`config.mk`:
```
export PLATFORM = sky130hd
export DESIGN_NAME = piso_tx
export DESIGN_NICKNAME = d
export VERILOG_FILES = /design/src/rtl/piso_tx.sv
export SDC_FILE = /design/constraint.sdc
export NUM_CORES = 1
export LEC_CHECK = 0
export CORE_AREA = 2 2 39 41
export DETAILED_ROUTE_END_ITERATION = 7
export DIE_AREA = 0 0 41 43
export GPL_ROUTABILITY_DRIVEN = 0
export GPL_TIMING_DRIVEN = 1
export PLACE_DENSITY = 0.79
export SLEW_MARGIN = 20
export SYNTH_ARGS = -nofsm -noshare
export SYNTH_HDL_FRONTEND = slang
export SYNTH_SLANG_ARGS = --single-unit
export TNS_END_PERCENT = 10
```
`constraint.sdc`:
```
create_clock -name clk -period 4.2 [get_ports clk]
set_input_delay 0.63 -clock clk [delete_from_list [all_inputs] [get_ports clk]]
set_output_delay 0.63 -clock clk [all_outputs]
set_load 0.05 [all_outputs]
```
`src/rtl/piso_tx.sv`:
```
// Parallel-in serial-out transmitter with a ready/load handshake and back-to-back framing.
// Define PISO_TX_PARITY_EN to append an even-parity bit after the data bits of each frame.
module piso_tx #(
  parameter int WIDTH     = 8,
  parameter int MSB_FIRST = 1
) (
  input  logic             clk,
  input  logic             clear,
  input  logic [WIDTH-1:0] i,
  input  logic             load,
  output logic             ready,
  output logic             o,
  output logic             o_valid,
  output logic             done
);

  localparam int CW = $clog2(WIDTH);

`ifdef PISO_TX_PARITY_EN
  typedef enum logic [1:0] {IDLE, SHIFT, PARITY} state_t;
`else
  typedef enum logic [0:0] {IDLE, SHIFT} state_t;
`endif

  state_t           state, state_n;
  logic [WIDTH-1:0] sr;
  logic [CW-1:0]    cnt;
  logic             last_data;
  logic             accept;
  logic             out_bit;
`ifdef PISO_TX_PARITY_EN
  logic             par;
`endif

  assign last_data = (state == SHIFT) && (cnt == CW'(WIDTH - 1));
  assign accept    = load && ready;
  assign out_bit   = (MSB_FIRST != 0) ? sr[WIDTH-1] : sr[0];

  // NOTE: every output and state_n gets a default before the case so no path leaves them unassigned (no latches).
  always_comb begin
    state_n = state;
    ready   = 1'b0;
    o       = 1'b0;
    o_valid = 1'b0;
    done    = 1'b0;
    case (state)
      IDLE: begin
        ready = 1'b1;
        if (load) state_n = SHIFT;
      end
      SHIFT: begin
        o       = out_bit;
        o_valid = 1'b1;
        if (last_data) begin
`ifdef PISO_TX_PARITY_EN
          state_n = PARITY;
`else
          // Last data bit doubles as the accept window so frames can abut.
          ready   = 1'b1;
          done    = 1'b1;
          state_n = load ? SHIFT : IDLE;
`endif
        end
      end
`ifdef PISO_TX_PARITY_EN
      PARITY: begin
        o       = par;
        o_valid = 1'b1;
        ready   = 1'b1;
        done    = 1'b1;
        state_n = load ? SHIFT : IDLE;
      end
`endif
      default: state_n = IDLE;
    endcase
  end

  // NOTE: sequential state uses non-blocking assignments so every register samples pre-edge values.
  always_ff @(posedge clk) begin
    if (clear) begin
      state <= IDLE;
      sr    <= '0;
      cnt   <= '0;
`ifdef PISO_TX_PARITY_EN
      par   <= 1'b0;
`endif
    end else begin
      state <= state_n;
      if (accept) begin
        sr  <= i;
        cnt <= '0;
`ifdef PISO_TX_PARITY_EN
        par <= ^i;
`endif
      end else if (state == SHIFT) begin
        sr  <= (MSB_FIRST != 0) ? {sr[WIDTH-2:0], 1'b0} : {1'b0, sr[WIDTH-1:1]};
        cnt <= cnt + CW'(1);
      end
    end
  end

endmodule
```
==> flow_metrics.env, run 1 <==
export IMPL_status="finished clean"
export IMPL_grt_usage_pct=15.7
export IMPL_clock_path_buffers=2
export IMPL_critical_path_max_fanout=10
export IMPL_die_y_microns=43
export IMPL_vdd_drop_max_v=0.000188
export IMPL_cts_hold_buf=0
export IMPL_p_leak_nw=0.286
export IMPL_firstDrtPassIters=4
export IMPL_drv_slew=0
export IMPL_clkTransAtPathRegs_ps=70
export IMPL_setup_viol=0
export IMPL_yosys_warnings=0
export IMPL_netlist_instances=65
export IMPL_synth_avg_cell_area_sq_um=9.39
export IMPL_synthTopCellsByArea="dfxtp_1 39%, a211oi_1 8.6%, nor3b_1 8.6%"
export IMPL_period_share_pct=64.2
export IMPL_die_w_microns=41
export IMPL_cp_arrival_ps=2060
export IMPL_antenna_found_initial=0
export IMPL_yosys_area_share_adder_pct=4.10
export IMPL_cap_violations=0
export IMPL_ctsResizeCount=0
export IMPL_wl_per_cell_microns=12.5
export IMPL_period_minus_slack_ps=2690
export IMPL_cts_setup_buffers=0
export IMPL_synth_top_family_by_area="simple AND/OR/NAND/NOR gates"
export IMPL_synthMuxAreaShare_pct=3.28
export IMPL_setup_tns_ps=0
export IMPL_power_density_mw_per_mm2=358
export IMPL_synth_seq_cells=12
export IMPL_drt_antenna_violating_nets=0
export IMPL_cts_buffers=3
export IMPL_hold_path_class="reg2reg"
export IMPL_grt_max_degree=20
export IMPL_overflow=0
export IMPL_tightestPinTransition_ps=611
export IMPL_slew_headroom_pct=59.1
export IMPL_synth_area_sq_um=611
export IMPL_placed_area_sq_um=728
export IMPL_hpwl_microns=812
export IMPL_synth_compound_area_share_pct=10.0
export IMPL_critical_path_required_ps=3570
export IMPL_clk_latency_ps=280
export IMPL_rsz0062_at_grt="false"
export IMPL_portBuffers=14
export IMPL_via_per_inst=5.56
export IMPL_io_pins=15
export IMPL_timing_fmax_mhz=371
export IMPL_synth_top_area_share_pct=39.3
export IMPL_worst_setup_path_end_kind="output pin"
export IMPL_synth_xor_area_share_pct=1.43
export IMPL_cts_htree_levels=1
export IMPL_drive_above_1_share_pct=11.7
export IMPL_final_hold_viol_count=0
export IMPL_grt_pass1_vias=458
export IMPL_wl_microns=1160
export IMPL_route_vias_total=517
export IMPL_synth_distinct_cells=20
export IMPL_nNetsFinal=91
export IMPL_cts_root_buffer="clkbuf_4"
export IMPL_grt_pass1_wl_microns=1860
export IMPL_start_kind="flop"
export IMPL_fill_cells=125
export IMPL_core_area_sq_mm=0.00138
export IMPL_fp_dieArea_sq_mm=0.00176
export IMPL_antenna_cells=0
export IMPL_drt_iter0_markers=17
export IMPL_synth_net_count=78
export IMPL_finClkSkew_ps=6.93
export IMPL_ys_seq_area_share_pct=39.3
export IMPL_yosysTopAreaCell="dfxtp_1"
export IMPL_cts_tree="built"
export IMPL_synthSimpleGateAreaFrac_pct=33.0
export IMPL_rows=14
export IMPL_route_detailed_drc=0
export IMPL_clock_sinks=12
export IMPL_syn_to_final_growth_pct=25.2
export IMPL_crit_type="reg2out"
export IMPL_final_cell_area_sq_um=764
export IMPL_start_util_pct=44.1
## Yosys cell counts, drive strengths merged
library cell	n
buf	2
mux2i	2
and2	3
ha	2
or2	1
nor4	7
nor3b	7
xnor2	1
nor2b	1
inv	1
a211oi	7
nor2	11
dfxtp	12
a32oi	1
clkbuf	4
nor3	3
## logic make-up (layout without fill, tap and decap cells)
group / count (synthesis) / in the layout
AO/OA/AOI/OAI: 8 / 8
AND/OR/NAND/NOR: 33 / 33
XOR/XNOR: 1 / 1
flip-flops: 12 / 12
buffers and inverters: 7 / 19
multiplexers: 2 / 2
adder cells (fa/ha/maj): 2 / 2
## worst max-delay path, stage by stage, from the launching register on
cell and delay, ps:
dfxtp_1 330, ha_1 190, ha_1 210, nor2b_4 280
inv_8 70, clkdlybuf4s50_1 700
## area by class of cell
cell class / count / area, sq um / share of cell area (%)
Clock buffer: 4 / 36.3 / 4.75
Inverter: 1 / 11.3 / 1.47
Multi-Input combinational cell: 46 / 317 / 41.4
Sequential cell: 12 / 240 / 31.4
Tap cell: 16 / 20.0 / 2.62
Timing Repair Buffer: 14 / 140 / 18.3
## final timing paths
path | slack [ps] | cells after the start | startpoint | end
max | 1510 | 5 | cnt[0]$_SDFFE_PP0P_ | ready
min | 500 | 2 | sr[1]$_SDFFE_PP0P_ | sr[1]$_SDFFE_PP0P_
max reg2reg | 2630 | 6 | cnt[0]$_SDFFE_PP0P_ | sr[2]$_SDFFE_PP0P_
min reg2reg | 500 | 2 | sr[1]$_SDFFE_PP0P_ | sr[1]$_SDFFE_PP0P_
## sequential cells by signal, indices dropped and copies added (netlist names)
| name | cells |
|---|---|
| cnt | 3 |
| sr | 8 |
| state | 1 |
## through the flow
step	worst slack (ps)	util [%]	power [mW]	std cells	hold slack, ps
detailed placement	1790	52.6	0.183	89	485
global route	1410	55.2	0.285	93	526
global placement	1820	52.6	0.182	89	474
finish	1510	55.2	0.273	93	499
CTS	1480	55.2	0.276	93	498
floorplan	2310	-	0.168	65	455
## layout by cell type, fill, tap and decap left out, drive strengths merged, types with 2 or more instances in the layout
master / count
mux2i: 2
clkbuf: 4
a211oi: 7
dfxtp: 12
nor4: 7
ha: 2
nor3b: 7
and2: 3
nor2: 11
clkdlybuf4s50: 14
nor3: 3
## power breakdown
part           switching [mW]  total [mW]  internal, mW  leakage [nW]
clock                  0.0402      0.0929        0.0527        0.0210
combinational          0.0269      0.0526        0.0257         0.166
sequential            0.00604       0.128         0.122        0.0989
total                  0.0731       0.273         0.200         0.286
## routing by layer
layer  up-vias  track usage, %  wire [microns]
met1       237            19.7             538
met2        14            23.1             543
met4         0            10.0              22
met3         4            3.14              58
li1        262               -               -
met5         -               0               0
Note: power is estimated with default switching activity, not from simulation.
==> run 2: changes to the inputs <==
--- a/config.mk
+++ b/config.mk
@@ -5,12 +5,12 @@
 export SDC_FILE = /design/constraint.sdc
 export NUM_CORES = 1
 export LEC_CHECK = 0
-export CORE_AREA = 2 2 39 41
+export CORE_MARGIN = 2
+export CORE_UTILIZATION = 41
 export DETAILED_ROUTE_END_ITERATION = 7
-export DIE_AREA = 0 0 41 43
 export GPL_ROUTABILITY_DRIVEN = 0
 export GPL_TIMING_DRIVEN = 1
-export PLACE_DENSITY = 0.79
+export PLACE_DENSITY = 0.75
 export SLEW_MARGIN = 20
 export SYNTH_ARGS = -nofsm -noshare
 export SYNTH_HDL_FRONTEND = slang
==> constraint.sdc (replaced) <==
create_clock -name clk -period 2.2 [get_ports clk]
set_input_delay 0.33 -clock clk [delete_from_list [all_inputs] [get_ports clk]]
set_output_delay 0.33 -clock clk [all_outputs]
set_load 0.05 [all_outputs]
==> run 2 against run 1 <==
Clock power rose by 89%. Largest power group unchanged. Worst hold slack got worse by 5.7 ps. Total power grew 90%. Via count up 1.7%. Critical path type unchanged. Largest cell class unchanged.
==> flow_metrics.env, run 2 (same netlist as run 1, synthesis figures left out) <==
export IMPL_portBuffers=14
export IMPL_cap_violations=0
export IMPL_cts_hold_buf=0
export IMPL_nNetsFinal=92
export IMPL_setup_tns_ps=0
export IMPL_status="finished clean"
export IMPL_busiest_layer="met2"
export IMPL_p_total_mw=0.520
export IMPL_use_met2_pct=20.9
export IMPL_cp_arrival_ps=1710
export IMPL_critical_path_required_ps=1870
export IMPL_clk_latency_ps=280
export IMPL_route_vias_total=526
export IMPL_drt_antenna_violating_nets=0
export IMPL_drt_iter0_markers=2
export IMPL_tightestPinTransition_ps=497
export IMPL_critical_path_max_fanout=9
export IMPL_grt_pass1_vias=434
export IMPL_grt_max_degree=18
export IMPL_fp_dieArea_sq_mm=0.00181
export IMPL_biggestRegsByFlops="sr x8, cnt x3, state x1"
export IMPL_antenna_cells=0
export IMPL_largest_reg_flops=8
export IMPL_grt_use_met1_pct=17.2
export IMPL_hold_path_class="reg2reg"
export IMPL_core_area_sq_mm=0.00135
export IMPL_finClkSkew_ps=7.90
export IMPL_clkTransAtPathRegs_ps=80
export IMPL_wl_per_cell_microns=12.2
export IMPL_grt_usage_pct=13.7
export IMPL_syn_to_final_growth_pct=25.8
export IMPL_final_common_cell="dfxtp_1"
export IMPL_die_w_microns=42.6
export IMPL_rows=13
export IMPL_post_route_util_pct=56.9
export IMPL_final_hold_viol_count=0
export IMPL_grt_util_met3_pct=6.47
export IMPL_mostFrequentLayoutCells="12 x dfxtp_1, 11 x clkdlybuf4s50_1, 10 x nor2_1"
export IMPL_cts_buffers=3
export IMPL_crit_family="buffers and inverters"
export IMPL_vdd_drop_max_v=0.000478
export IMPL_start_util_pct=45.2
export IMPL_via_per_inst=5.66
export IMPL_io_pins=15
export IMPL_drv_slew=0
export IMPL_period_minus_slack_ps=2040
export IMPL_power_density_mw_per_mm2=678
export IMPL_crit_type="reg2out"
export IMPL_clock_path_buffers=2
export IMPL_die_y_microns=42.6
export IMPL_cts_htree_levels=1
export IMPL_route_detailed_drc=0
export IMPL_max_stage_delay_ps=880
export IMPL_clock_sinks=12
export IMPL_grt_pass1_wl_microns=1840
export IMPL_path_buf_inv=1
export IMPL_wl_microns=1140
export IMPL_cpMaxStageDelayCell="clkdlybuf4s50_1"
export IMPL_worst_setup_path_end_kind="output pin"
export IMPL_rsz0062_at_grt="false"
export IMPL_antenna_found_initial=0
export IMPL_firstDrtPassIters=4
export IMPL_setup_viol=0
export IMPL_cts_tree="built"
export IMPL_p_leak_nw=0.311
export IMPL_overflow=0
export IMPL_cts_root_buffer="clkbuf_4"
export IMPL_period_share_pct=92.8
export IMPL_top_register="sr"
export IMPL_crit_chain="clkdlybuf4s50_1"
export IMPL_hpwl_microns=793
export IMPL_timing_fmax_mhz=490
export IMPL_slew_headroom_pct=66.8
export IMPL_start_kind="flop"
export IMPL_drive_above_1_share_pct=15.4
-- run 2: changes by cell type in the layout (fill, tap and decap cells not counted), sizes merged --
cell / change
dlymetal6s2s: +1
buf: +3
clkdlybuf4s50: -3
-- run 2: stage by stage --
step           hold slack, ps  instance area [sq um]  setup WS [ps]  std cells
2_1_floorplan             408                    611            604         65
3_3_place_gp              471                    729            388         89
3_5_place_dp              482                    729            363         89
4_1_cts                   494                    766           54.0         93
5_1_grt                   518                    768           80.8         93
6_report                  494                    768            158         93
-- run 2: final timing paths --
kind	startpoint	endpoint	slack, ps	cells after the start
max	state$_SDFF_PP0_	o_valid	160	1
min	sr[7]$_SDFFE_PP0P_	sr[7]$_SDFFE_PP0P_	490	2
max reg2reg	cnt[0]$_SDFFE_PP0P_	sr[4]$_SDFFE_PP0P_	600	6
min reg2reg	sr[7]$_SDFFE_PP0P_	sr[7]$_SDFFE_PP0P_	490	2
-- run 2: per-layer routing --
metal | up-vias | share of wire, % | wire length, microns
met5 | - | 0 | 0
met4 | 0 | 0.97 | 11
met3 | 3 | 6.2 | 71
met2 | 15 | 45 | 513
met1 | 241 | 48 | 542
li1 | 267 | - | -
-- run 2: cell type report --
cell class	instances	area [sq um]
timing repair buffer	15	145
clock buffer	4	36.3
sequential	12	240
inverter	1	11.3
tap	15	18.8
multi-input combinational	46	317
fill	125	582
-- run 2: what timing repair did --
item | in CTS | in global routing
gates resized for setup | 0 | 1
buffers inserted | 0 | 0
setup endpoints to repair | 0 | 1
-- run 2: power breakdown --
part	leakage (nW)	internal, mW	switching [mW]
logic	0.191	0.0495	0.0510
registers	0.0989	0.233	0.0115
clock network	0.0210	0.101	0.0749
==> run 3: changes to the inputs <==
--- a/config.mk
+++ b/config.mk
@@ -5,7 +5,7 @@
 export SDC_FILE = /design/constraint.sdc
 export NUM_CORES = 1
 export LEC_CHECK = 0
-export CORE_MARGIN = 2
+export CORE_MARGIN = 1
 export CORE_UTILIZATION = 41
 export DETAILED_ROUTE_END_ITERATION = 7
 export GPL_ROUTABILITY_DRIVEN = 0
==> run 3 against run 2 <==
Critical path depth unchanged. Register-to-register slack got worse by 20 ps. Total power decreased by 0.14%. Global-route usage increased by 3.5 points. Critical path type unchanged. Worst setup slack improved by 22 ps. Fmax increased by 1.1%. Worst hold slack improved by 1.2 ps.
==> flow_metrics.env, run 3 (same netlist as run 1, synthesis figures left out) <==
export IMPL_post_route_util_pct=56.9
export IMPL_grt_pass1_wl_microns=1810
export IMPL_start_util_pct=45.2
export IMPL_power_density_mw_per_mm2=677
export IMPL_biggestRegsByFlops="sr x8, cnt x3, state x1"
export IMPL_vdd_drop_max_v=0.000445
export IMPL_syn_to_final_growth_pct=25.8
export IMPL_grt_pass1_vias=402
export IMPL_hold_path_class="reg2reg"
export IMPL_antenna_found_initial=0
export IMPL_route_detailed_drc=0
export IMPL_r2r_end="sr[3]$_SDFFE_PP0P_"
export IMPL_crit_type="reg2out"
export IMPL_cts_htree_levels=1
export IMPL_r2r_start="cnt[0]$_SDFFE_PP0P_"
export IMPL_mostFrequentLayoutCells="12 x dfxtp_1, 11 x clkdlybuf4s50_1, 10 x nor2_1"
export IMPL_critical_path_max_fanout=9
export IMPL_period_minus_slack_ps=2020
export IMPL_path_buf_inv=1
export IMPL_final_cell_area_sq_um=768
export IMPL_cap_violations=0
export IMPL_route_vias_total=494
export IMPL_drv_slew=0
export IMPL_wl_microns=1090
export IMPL_start_kind="flop"
export IMPL_cp_startpoint="state$_SDFF_PP0_"
export IMPL_antenna_cells=0
export IMPL_setup_tns_ps=0
export IMPL_final_common_cell="dfxtp_1"
export IMPL_cpMaxStageDelayCell="clkdlybuf4s50_1"
export IMPL_switchingPower_mw=0.137
export IMPL_cts_tree="built"
export IMPL_cp_depth=1
export IMPL_tightestPinTransition_ps=496
export IMPL_clkTransAtPathRegs_ps=80
export IMPL_die_y_microns=40.6
export IMPL_grt_usage_pct=17.2
export IMPL_cp_arrival_ps=1690
export IMPL_cts_buffers=3
export IMPL_p_comb_share_pct=19.3
export IMPL_die_w_microns=40.6
export IMPL_pwr_share_seq_pct=46.9
export IMPL_drt_antenna_violating_nets=0
export IMPL_wl_per_cell_microns=11.7
export IMPL_setup_viol=0
export IMPL_firstDrtPassIters=3
export IMPL_overflow=0
export IMPL_worst_setup_path_end_kind="output pin"
export IMPL_core_area_sq_mm=0.00135
export IMPL_crit_family="buffers and inverters"
export IMPL_clk_latency_ps=270
export IMPL_clock_path_buffers=2
export IMPL_p_leak_nw=0.311
export IMPL_io_pins=15
export IMPL_drt_iter0_markers=5
export IMPL_ff2ff_path_depth=6
export IMPL_rsz0062_at_grt="false"
export IMPL_cts_hold_buf=0
export IMPL_status="finished clean"
export IMPL_finClkSkew_ps=4.86
export IMPL_critical_path_required_ps=1870
export IMPL_period_share_pct=91.8
export IMPL_via_per_inst=5.31
export IMPL_crit_chain="clkdlybuf4s50_1"
export IMPL_hpwl_microns=751
export IMPL_clkPwrFrac_pct=33.7
export IMPL_slew_headroom_pct=66.9
export IMPL_crit_end="o_valid"
export IMPL_r2r_slack_ps=580
export IMPL_fp_dieArea_sq_mm=0.00165
export IMPL_hold_slack_ps=495
export IMPL_max_stage_delay_ps=880
export IMPL_final_hold_viol_count=0
export IMPL_portBuffers=14
export IMPL_timing_fmax_mhz=495
export IMPL_grt_max_degree=13
export IMPL_drive_above_1_share_pct=15.4
export IMPL_rows=13
export IMPL_cts_root_buffer="clkbuf_4"
export IMPL_placed_area_sq_um=729
export IMPL_nNetsFinal=92
export IMPL_largest_reg_flops=8
export IMPL_p_sw_share_pct=26.3
export IMPL_clock_sinks=12
export IMPL_top_register="sr"
export IMPL_p_int_mw=0.383
run 3: cell counts in the layout (fill, tap and decap cells not counted):
Identical to the previous run, type by type.
run 3: power groups by stage:
| stage | clock (mW) | combinational [mW] | sequential, mW |
|---|---|---|---|
| floorplan | 0 | 0.0726 | 0.249 |
| global placement | 0 | 0.101 | 0.249 |
| detailed placement | 0 | 0.101 | 0.249 |
| CTS | 0.182 | 0.101 | 0.244 |
| global route | 0.191 | 0.109 | 0.246 |
| finish | 0.175 | 0.100 | 0.244 |
run 3: per-stage QoR:
stage                     cells  power, mW  setup WS [ps]
after floorplan              65      0.322            604
after global placement       89      0.349            400
after detailed placement     89      0.350            388
after CTS                    93      0.527           75.4
after global routing         93      0.546            100
final                        93      0.520            180
run 3: worst min path at each step:
stage / start / end / slack, ps / cells past startpoint
final: sr[7]$_SDFFE_PP0P_ / sr[7]$_SDFFE_PP0P_ / 490 / 2
after global routing: sr[7]$_SDFFE_PP0P_ / sr[7]$_SDFFE_PP0P_ / 510 / 2
after CTS: sr[7]$_SDFFE_PP0P_ / sr[7]$_SDFFE_PP0P_ / 500 / 2
after detailed placement: sr[6]$_SDFFE_PP0P_ / sr[6]$_SDFFE_PP0P_ / 480 / 2
after global placement: sr[0]$_SDFFE_PP0P_ / sr[0]$_SDFFE_PP0P_ / 470 / 2
after floorplan: clear / sr[1]$_SDFFE_PP0P_ / 410 / 1
run 3: repair_timing:
| action | in CTS | in global routing |
|---|---|---|
| gates resized for setup | 0 | 1 |
| endpoints found under the hold margin | 0 | 0 |
| setup endpoints to repair | 0 | 1 |
| setup buffers | 0 | 0 |
run 3: metal layers:
| layer | GRT usage, % | vias to the layer above | wire length, microns |
|---|---|---|---|
| li1 | - | 261 | - |
| met1 | 22.2 | 221 | 567 |
| met2 | 25.0 | 10 | 474 |
| met3 | 8.33 | 2 | 41 |
| met4 | 5.00 | 0 | 5 |
| met5 | 0 | - | 0 |
run 3: layout make-up:
class / count / area (sq um)
clock buffer: 4 / 36.3
fill: 128 / 582
inverter: 1 / 11.3
multi-input combinational: 46 / 317
sequential: 12 / 240
tap: 15 / 18.8
timing repair buffer: 15 / 145
